--- src/rtl/wb_mem_arbiter_pkg.sv ---
// Shared definitions for the cache-to-memory arbiter: FSM state encoding
// and the encoding of the round-robin "last granted" bit.
package wb_mem_arbiter_pkg;

    typedef enum logic [1:0] {
        ARB_IDLE   = 2'd0,
        ARB_DCACHE = 2'd1,
        ARB_ICACHE = 2'd2,
        ARB_KILL   = 2'd3
    } type_mem_arb_states_e;

    // Encodings of last_grant_ff; icache is the reset value so dcache wins the first tie.
    localparam logic ARB_GNT_DCACHE = 1'b0;
    localparam logic ARB_GNT_ICACHE = 1'b1;

endpackage

--- src/rtl/wb_mem_arbiter.sv ---
// Two-requester memory-port arbiter (write-back dcache vs. icache).
// Grants one cache per whole line transaction, steers the latched request
// to memory, returns ack only to the owner and turns owner aborts into a
// single-cycle kill pulse towards memory.
module wb_mem_arbiter
    import wb_mem_arbiter_pkg::*;
#(
    parameter int ADDR_W = 32,
    parameter int LINE_W = 128
) (
    input  logic              clk_i,
    input  logic              rst_i,
    input  logic              dcache2arb_req_i,
    input  logic              dcache2arb_wr_i,
    input  logic [ADDR_W-1:0] dcache2arb_addr_i,
    input  logic [LINE_W-1:0] dcache2arb_wdata_i,
    input  logic              dcache2arb_kill_i,
    output logic              arb2dcache_ack_o,
    input  logic              icache2arb_req_i,
    input  logic [ADDR_W-1:0] icache2arb_addr_i,
    input  logic              icache2arb_kill_i,
    output logic              arb2icache_ack_o,
    output logic [LINE_W-1:0] arb2cache_rdata_o,
    output logic              arb2mem_req_o,
    output logic              arb2mem_wr_o,
    output logic [ADDR_W-1:0] arb2mem_addr_o,
    output logic [LINE_W-1:0] arb2mem_wdata_o,
    output logic              arb2mem_kill_o,
    input  logic              mem2arb_ack_i,
    input  logic [LINE_W-1:0] mem2arb_rdata_i
);

    type_mem_arb_states_e state_ff, state_d;
    logic                 last_grant_ff, last_grant_d;
    logic [ADDR_W-1:0]    addr_ff, addr_d;
    logic                 wr_ff, wr_d;
    logic [LINE_W-1:0]    wdata_ff, wdata_d;

    // A request only counts when its own kill is low.
    logic dcache_valid, icache_valid;
    assign dcache_valid = dcache2arb_req_i & ~dcache2arb_kill_i;
    assign icache_valid = icache2arb_req_i & ~icache2arb_kill_i;

    // State register and transaction latches.
    // NOTE: non-blocking assignments here so every flop samples pre-edge values.
    always_ff @(posedge clk_i or posedge rst_i) begin
        if (rst_i) begin
            state_ff      <= ARB_IDLE;
            last_grant_ff <= ARB_GNT_ICACHE;
            addr_ff       <= '0;
            wr_ff         <= 1'b0;
            wdata_ff      <= '0;
        end else begin
            state_ff      <= state_d;
            last_grant_ff <= last_grant_d;
            addr_ff       <= addr_d;
            wr_ff         <= wr_d;
            wdata_ff      <= wdata_d;
        end
    end

    // Next-state logic: round-robin grant in idle, completion/abort while owned.
    always_comb begin
        // NOTE: hold-by-default for every target prevents latch inference.
        state_d      = state_ff;
        last_grant_d = last_grant_ff;
        addr_d       = addr_ff;
        wr_d         = wr_ff;
        wdata_d      = wdata_ff;

        unique case (state_ff)
            ARB_IDLE: begin
                if (dcache_valid && (!icache_valid || last_grant_ff == ARB_GNT_ICACHE)) begin
                    state_d      = ARB_DCACHE;
                    last_grant_d = ARB_GNT_DCACHE;
                    addr_d       = dcache2arb_addr_i;
                    wr_d         = dcache2arb_wr_i;
                    wdata_d      = dcache2arb_wdata_i;
                end else if (icache_valid) begin
                    state_d      = ARB_ICACHE;
                    last_grant_d = ARB_GNT_ICACHE;
                    addr_d       = icache2arb_addr_i;
                    wr_d         = 1'b0;
                    wdata_d      = '0;
                end
            end
            ARB_DCACHE: begin
                // Ack has priority over a simultaneous abort.
                if (mem2arb_ack_i) begin
                    state_d = ARB_IDLE;
                end else if (dcache2arb_kill_i || !dcache2arb_req_i) begin
                    state_d = ARB_KILL;
                end
            end
            ARB_ICACHE: begin
                if (mem2arb_ack_i) begin
                    state_d = ARB_IDLE;
                end else if (icache2arb_kill_i || !icache2arb_req_i) begin
                    state_d = ARB_KILL;
                end
            end
            ARB_KILL: begin
                state_d = ARB_IDLE;
            end
            default: begin
                state_d = ARB_IDLE;
            end
        endcase
    end

    // Outputs: memory side from registered state only; acks gated by ownership.
    always_comb begin
        arb2mem_req_o     = 1'b0;
        arb2mem_wr_o      = 1'b0;
        arb2mem_kill_o    = 1'b0;
        arb2dcache_ack_o  = 1'b0;
        arb2icache_ack_o  = 1'b0;
        arb2mem_addr_o    = addr_ff;
        arb2mem_wdata_o   = wdata_ff;
        arb2cache_rdata_o = mem2arb_rdata_i;

        unique case (state_ff)
            ARB_DCACHE: begin
                arb2mem_req_o    = 1'b1;
                arb2mem_wr_o     = wr_ff;
                arb2dcache_ack_o = mem2arb_ack_i;
            end
            ARB_ICACHE: begin
                arb2mem_req_o    = 1'b1;
                arb2mem_wr_o     = wr_ff;
                arb2icache_ack_o = mem2arb_ack_i;
            end
            ARB_KILL: begin
                arb2mem_kill_o = 1'b1;
            end
            default: begin
            end
        endcase
    end

endmodule

--- config.mk ---
export PLATFORM = sky130hd
export DESIGN_NAME = wb_mem_arbiter
export DESIGN_NICKNAME = d
export VERILOG_FILES = /design/src/rtl/wb_mem_arbiter_pkg.sv /design/src/rtl/wb_mem_arbiter.sv
export SDC_FILE = /design/constraint.sdc
export NUM_CORES = 1
export LEC_CHECK = 0
export ABC_AREA = 1
export CORE_AREA = 2 2 243 245
export CTS_BUF_LIST = sky130_fd_sc_hd__clkbuf_16
export DETAILED_ROUTE_END_ITERATION = 12
export DIE_AREA = 0 0 245 247
export GPL_TIMING_DRIVEN = 0
export PLACE_DENSITY_LB_ADDON = 0.08
export SYNTH_ARGS = -nofsm -noshare
export SYNTH_HDL_FRONTEND = slang
export SYNTH_SLANG_ARGS = --single-unit
--- constraint.sdc ---
create_clock -name clk_i -period 9.1 [get_ports clk_i]
set_input_delay 1.82 -clock clk_i [delete_from_list [all_inputs] [get_ports clk_i]]
set_output_delay 1.82 -clock clk_i [all_outputs]
set_load 0.02 [all_outputs]
==> results.cfg, run 1 <==
[floorplan]
io_pins = 621
fp-row-count = 89
die_w_um = 245
dieArea_um2 = 60500
core_area_um2 = 58200
start_util = 0.130
die_y_um = 247

[global_route]
grt_max_degree = 99
grt_pass1_vias = 7611
grt_pass1_wl_um = 51900
antenna_found_initial = 5
track_usage = 0.120
gr-total-overflow = 0

[final_layout]
drive_gt1_frac = 0.134
final_area_um2 = 14000
nets = 1740
syn_to_final_growth_pct = 85.2
final_common_cell = clkdlybuf4s50_1
layout_common_cells = clkdlybuf4s50_1 (492), nand2_1 (467), dfrtp_1 (163)

[sta]
tightestPinTransition_ps = 659
hold_viol = 0
fin_skew_ps = 9.47
fin_ws_ps = 4190
slew_viol_final = 0
max_freq_mhz = 203
grt_setup_unrepaired = false
setup_viol = 0
slew_headroom = 0.561
finalCritPeriodShare = 0.540
finalCriticalPeriod_ps = 4910
worst_hold_slack_ps = 478

[detailed_routing]
drt_iter0_drc = 203
routed_via_density = 3.35
wl_per_cell_um = 16.7
drt-pass1-iter-count = 6
wirelength_um = 36700
drtAntennaViolNets = 0
num_vias = 7363
drc = 0

[yosys]
yosysWarnings = 0
syn_nets = 1228
yosysUniqueCellTypes = 18
synthCells = 895
synthArstFlopShare = 1.00
synth_top_flop_cell = dfrtp_1
synth_area_per_cell_um2 = 8.46
netlist_area_um2 = 7570
synth-seq-area-share = 0.542
ys_ff_latch = 164
synth-edff-count = 0

[clocking]
root_buffer = clkbuf_16
numCtsBuffers = 17
cts_buffer_depth = 2
hold_buffers = 0
clkTransAtPathRegs_ps = 70
post-cts-setup-buffers = 0
clk-insertion-delay-late_ps = 480
cts.sinks = 164
cts_max_level = 4
cts_tree = yes
cts_resized = 0

[worst_hold_path]
min_path_cells = 2
worstHoldEndpoint = arb2mem_wdata_o[21]
min_from = arb2mem_wdata_o[21]
hp-class = reg -> reg

[power]
pwr-share-clk = 0.173
seq_power_share = 0.313
powerDensity_nw_per_um2 = 285
comb_power_share = 0.513
switching_share = 0.411
switchingPower_uw = 1640
max-vdd-ir-drop_mv = 0.117
intPower_uw = 2350
p_leak_uw = 0.00656

[place]
place_area_um2 = 13500
gp_congestion = 0.735
hpwl_um = 28500
port-buffer-count = 492
pre_cts_slack_ps = 4180

[worst_setup_path]
start_kind = input pin
crit_required_ps = 7280
reg2reg_from = state_ff[0]
rr_endpoint = arb2mem_wdata_o[71]
crit_type = in -> out
worstRegToRegCells = 7
crit_path_end_kind = output pin
worstPathMaxFanout = 3
cp_data_arrival_time_ps = 3090
ff2ff_setup_slack_ps = 7050

[run]
drv_cap = 0

[run_status]
status = complete, no violations
-- registers in the layout, indices dropped and copies added (netlist names) --
register and cells:
last_grant_ff 1, state_ff 2, wr_ff 1, arb2mem_wdata_o 128
arb2mem_addr_o 32
-- synthesized netlist by cell type (2+ instances only) --
| library cell | count | share of area |
|---|---|---|
| inv_1 | 14 | 0.0069 |
| dfrtp_1 | 163 | 0.54 |
| ha_1 | 5 | 0.0083 |
| nand2_1 | 467 | 0.23 |
| nand2_2 | 2 | 0.0017 |
| buf_2 | 20 | 0.013 |
| buf_1 | 10 | 0.0050 |
| buf_6 | 8 | 0.012 |
| nand3_1 | 69 | 0.046 |
| buf_4 | 129 | 0.13 |
-- per-stage QoR --
| stage | std cells | total power, uW | setup TNS (ps) | util |
|---|---|---|---|---|
| 4_1_cts | 2193 | 4110 | 0 | 0.241 |
| 3_3_place_gp | 2160 | 3380 | -158240 | 0.231 |
| 3_5_place_dp | 2161 | 3370 | 0 | 0.232 |
| 5_1_grt | 2195 | 4290 | 0 | 0.241 |
| 6_report | 2196 | 3990 | 0 | 0.241 |
| 2_1_floorplan | 895 | 2220 | 0 | - |
-- worst max path at each step --
stage | start | endpoint | slack [ps] | cells past startpoint
detailed placement | mem2arb_ack_i | arb2dcache_ack_o | 4180 | 4
global placement | rst_i | arb2mem_addr_o[14] | -1000 | 2
finish | mem2arb_ack_i | arb2dcache_ack_o | 4190 | 4
CTS | mem2arb_ack_i | arb2dcache_ack_o | 4170 | 4
floorplan | rst_i | arb2mem_addr_o[0] | 2850 | 1
global route | mem2arb_ack_i | arb2icache_ack_o | 4110 | 4
-- power by group through the flow --
stage / registers [uW] / logic (uW) / clock network, uW
6_report: 1250 / 2050 / 692
3_3_place_gp: 1260 / 2120 / 0
4_1_cts: 1260 / 2110 / 737
5_1_grt: 1300 / 2220 / 764
3_5_place_dp: 1260 / 2100 / 0
2_1_floorplan: 1670 / 555 / 0
-- worst max-delay path: stages --
cell and delay (ps):
clkdlybuf4s50_1 520, nand2_1 70, inv_1 60, clkdlybuf4s50_1 630
-- per-layer routing --
layer | track usage | up-vias | wire length, um
li1 | - | 3638 | -
met1 | 0.123 | 3412 | 13400
met2 | 0.221 | 286 | 19700
met3 | 0.0525 | 23 | 3100
met4 | 0.0352 | 4 | 413
met5 | 0 | - | 26
-- logic make-up after synthesis --
family / after synthesis / synth area share
AOI/OAI and AO/OA: 1 / 0.000660
adders and majority gates: 5 / 0.00826
buffers and inverters: 182 / 0.165
DFF: 164 / 0.542
and+or+nand+nor: 543 / 0.283
-- final cells by class --
class,instances,area [um^2]
Antenna cell,3,7.51
Buffer,168,1200
Clock buffer,17,425
Clock inverter,15,90.1
Fill cell,6351,44200
Inverter,14,60.1
Multi-Input combinational cell,549,2210
Sequential cell,164,4110
Tap cell,773,967
Timing Repair Buffer,493,4950
Power figures use the tool's default switching activity.
==> run 2: changes to the inputs <==
CORE_AREA = 2 2 244 246   (was 2 2 243 245)
DIE_AREA = 0 0 246 248   (was 0 0 245 247)
clock period = 4 ns   (was 9.1 ns; I/O delays follow)
==> results.cfg, run 2 (synthesized netlist as in run 1, its figures left out) <==
[worst_setup_path]
cp_data_arrival_time_ps = 2170
crit_required_ps = 3200
worstPathMaxFanout = 4
crit_type = reg -> out
crit_path_end_kind = output pin
start_kind = flip-flop

[detailed_routing]
drt-pass1-iter-count = 5
wirelength_um = 37200
drc = 0
wl_per_cell_um = 17.0
drtAntennaViolNets = 0
routed_via_density = 3.36
num_vias = 7371
drt_iter0_drc = 310

[sta]
grt_setup_unrepaired = false
worst_hold_slack_ps = 475
finalCriticalPeriod_ps = 2970
finalCritPeriodShare = 0.743
fin_skew_ps = 21.9
fin_ws_ps = 1030
slew_headroom = 0.615
max_freq_mhz = 337
setup_viol = 0
hold_viol = 0
slew_viol_final = 0
tightestPinTransition_ps = 577

[floorplan]
dieArea_um2 = 61000
die_y_um = 248
fp-row-count = 89
io_pins = 621
start_util = 0.130
core_area_um2 = 58500
die_w_um = 246

[place]
port-buffer-count = 492
place_area_um2 = 13600
hpwl_um = 29400
dp.cells = 2165
gp_congestion = 0.739
pre_cts_slack_ps = 1050

[clocking]
post-cts-setup-buffers = 0
numCtsBuffers = 17
hold_buffers = 0
cts_buffer_depth = 2
cts_max_level = 4
cts_tree = yes
cts.sinks = 164
cts_resized = 0
clkTransAtPathRegs_ps = 70
clk-insertion-delay-late_ps = 480
root_buffer = clkbuf_16

[global_route]
track_usage = 0.118
gr-total-overflow = 0
grt_pass1_wl_um = 51100
grt_max_degree = 34
grt_pass1_vias = 7387
antenna_found_initial = 6

[final_layout]
final_common_cell = clkdlybuf4s50_1
drive_gt1_frac = 0.137
layout_common_cells = clkdlybuf4s50_1 (492), nand2_1 (467), dfrtp_1 (163)
layoutNonFillerInstCount = 2195
fillers = 6384
largest_reg_flops = 128
syn_to_final_growth_pct = 87.0
final_area_um2 = 14200
nets = 1744

[power]
seq_power_share = 0.305
comb_power_share = 0.502
switchingPower_uw = 3730
p_total_uw = 9330
intPower_uw = 5600
p_leak_uw = 0.00663
switching_share = 0.400
pwr-share-clk = 0.193
max-vdd-ir-drop_mv = 0.301
powerDensity_nw_per_um2 = 659

[run_status]
status = complete, no violations

[worst_hold_path]
hp-class = reg -> reg

[run]
drv_cap = 0
## run 2: power groups by stage
stage	combinational [uW]	sequential, uW	clock, uW
after global routing	5070	2950	1960
after CTS	4830	2850	1920
final	4680	2840	1800
after floorplan	1260	3800	0
after detailed placement	4820	2870	0
after global placement	4830	2860	0
## run 2: critical path: stages, from the launching register on
cell and delay [ps]:
dfrtp_1 410, inv_1 100, ha_1 390, nand2_1 90, inv_1 60, clkdlybuf4s50_1 630
## run 2: layout make-up
class | count | area [um^2] | area share
Sequential cell | 164 | 4110 | 0.290
Multi-Input combinational cell | 549 | 2210 | 0.156
Clock inverter | 11 | 164 | 0.0116
Clock buffer | 17 | 425 | 0.0300
Buffer | 168 | 1200 | 0.0847
Antenna cell | 2 | 5.00 | 0.000353
Inverter | 14 | 56.3 | 0.00398
Timing Repair Buffer | 497 | 5020 | 0.355
Tap cell | 773 | 967 | 0.0683
## run 2: final timing paths
| path | startpoint | to | slack, ps | cells past startpoint |
|---|---|---|---|---|
| worst min-delay path | arb2mem_wdata_o[103] | arb2mem_wdata_o[103] | 480 | 2 |
| min in group asynchronous | rst_i | arb2mem_wdata_o[8] | 700 | 2 |
| worst min register to register | arb2mem_wdata_o[103] | arb2mem_wdata_o[103] | 480 | 2 |
| worst max register to register | state_ff[0] | arb2mem_wdata_o[70] | 1970 | 7 |
| max in group asynchronous | rst_i | arb2mem_addr_o[31] | 1960 | 6 |
| worst max-delay path | state_ff[0] | arb2mem_wr_o | 1030 | 5 |
## run 2: stage by stage
step	utilization	TNS (ps)
floorplan	-	0
global placement	0.230	-174420
detailed placement	0.232	0
CTS	0.242	0
global route	0.242	0
finish	0.242	0
## run 2: layer usage
metal  up-vias  part of all wire  global-route usage
li1       3642                 -                   -
met3        31             0.095              0.0546
met1      3394              0.36               0.121
met2       296              0.53               0.212
met5         -            0.0015                   0
met4         8             0.014              0.0389
==> run 3: changes to the inputs <==
CORE_AREA = 2 2 239 241   (was 2 2 244 246)
DIE_AREA = 0 0 241 243   (was 0 0 246 248)
clock period = 2.9 ns   (was 4 ns; I/O delays follow)
==> results.cfg, run 3 (synthesized netlist as in run 1, its figures left out) <==
[clocking]
post-cts-setup-buffers = 0
cts_tree = yes
numCtsBuffers = 17
cts_max_level = 4
root_buffer = clkbuf_16
cts.sinks = 164
clk-insertion-delay-late_ps = 480
hold_buffers = 0
cts_buffer_depth = 2
cts_resized = 0
clkTransAtPathRegs_ps = 70

[global_route]
gr-total-overflow = 0
track_usage = 0.124
grt_max_degree = 35
grt_pass1_wl_um = 51600
grt_pass1_vias = 7433
antenna_found_initial = 2

[final_layout]
fillers = 6161
largest_reg_flops = 128
final_common_cell = clkdlybuf4s50_1
final_area_um2 = 14100
layout_common_cells = clkdlybuf4s50_1 (492), nand2_1 (467), dfrtp_1 (163)
syn_to_final_growth_pct = 86.8
drive_gt1_frac = 0.136
nets = 1744
layoutNonFillerInstCount = 2180

[place]
place_area_um2 = 13500
pre_cts_slack_ps = 108
hpwl_um = 28600
dp.cells = 2148
port-buffer-count = 492
gp_congestion = 0.723

[worst_setup_path]
path_cells = inv_1, ha_1, nand2_1, inv_1, clkdlybuf4s50_1
slowest_stage = clkdlybuf4s50_1
start_kind = flip-flop
crit_type = reg -> out
cpPeakStageDelay_ps = 640
ff2ff_setup_slack_ps = 860
crit_top_cell = inv_1
cp_data_arrival_time_ps = 2120
cp_num_buf_inv = 3
crit_required_ps = 2320
worstPathMaxFanout = 4
crit_family = buffers and inverters
crit_path_end_kind = output pin

[sta]
slew_headroom = 0.512
slew_viol_final = 0
tightestPinTransition_ps = 731
max_freq_mhz = 370
finalCriticalPeriod_ps = 2700
setup_tns_ps = 0
grt_setup_unrepaired = false
fin_ws_ps = 198
fin_skew_ps = 8.44
hold_viol = 0
setup_viol = 0
finalCritPeriodShare = 0.932

[floorplan]
start_util = 0.135
io_pins = 621
fp-row-count = 87
dieArea_um2 = 58600
die_w_um = 241
core_area_um2 = 56000
die_y_um = 243

[power]
powerDensity_nw_per_um2 = 912
max-vdd-ir-drop_mv = 0.391
p_leak_uw = 0.00664

[detailed_routing]
drc = 0
drt-pass1-iter-count = 4
drtAntennaViolNets = 0
wirelength_um = 36700
num_vias = 7366
routed_via_density = 3.38
wl_per_cell_um = 16.8
drt_iter0_drc = 273

[run]
drv_cap = 0

[run_status]
status = complete, no violations

[worst_hold_path]
hp-class = reg -> reg
==> run 3: changes by cell type in the layout (fill, tap and decap cells not counted), sizes merged <==
cell      change
diode         -1
clkinvlp      +1
inv           +2
==> run 3: final timing paths <==
kind | start | to | depth (start not counted)
worst max-delay path | state_ff[1] | arb2mem_wr_o | 5
worst min-delay path | arb2mem_wdata_o[26] | arb2mem_wdata_o[26] | 2
worst max register to register | state_ff[1] | arb2mem_wdata_o[72] | 7
worst min register to register | arb2mem_wdata_o[26] | arb2mem_wdata_o[26] | 2
max in group asynchronous | rst_i | last_grant_ff | 5
min in group asynchronous | rst_i | arb2mem_wdata_o[79] | 2
==> run 3: per-stage QoR <==
stage	total power (uW)	hold slack [ps]	utilization
final	12900	478	0.253
after global routing	13800	488	0.253
after CTS	13200	467	0.253
after detailed placement	10600	464	0.242
after global placement	10600	462	0.240
after floorplan	6980	449	-
==> run 3: area by class of cell <==
type | count | area, um^2 | share of cell area
buffer | 168 | 1200 | 0.0848
sequential | 164 | 4110 | 0.290
inverter | 14 | 56.3 | 0.00398
multi-input combinational | 549 | 2210 | 0.156
clock buffer | 17 | 425 | 0.0301
tap | 756 | 946 | 0.0669
antenna | 1 | 2.50 | 0.000177
clock inverter | 14 | 173 | 0.0122
timing repair buffer | 497 | 5020 | 0.355
==> run 3: metal layers <==
layer	part of all wire	global-route usage	up-vias
met5	0.00035	0	-
met4	0.015	0.0412	2
met3	0.073	0.0404	30
met2	0.54	0.228	290
met1	0.37	0.130	3394
li1	-	-	3650
==> run 3: tightest hold or removal path, delay by kind of cell (launching register included) <==
family / cells / cell delay (ps)
flip-flops: 1 / 340
AND/OR/NAND/NOR: 2 / 110
==> run 3: report_power, final <==
part / total, uW / switching (uW) / internal, uW
sequential: 3940 / 580 / 3360
clock: 2490 / 1080 / 1420
combinational: 6470 / 3530 / 2940
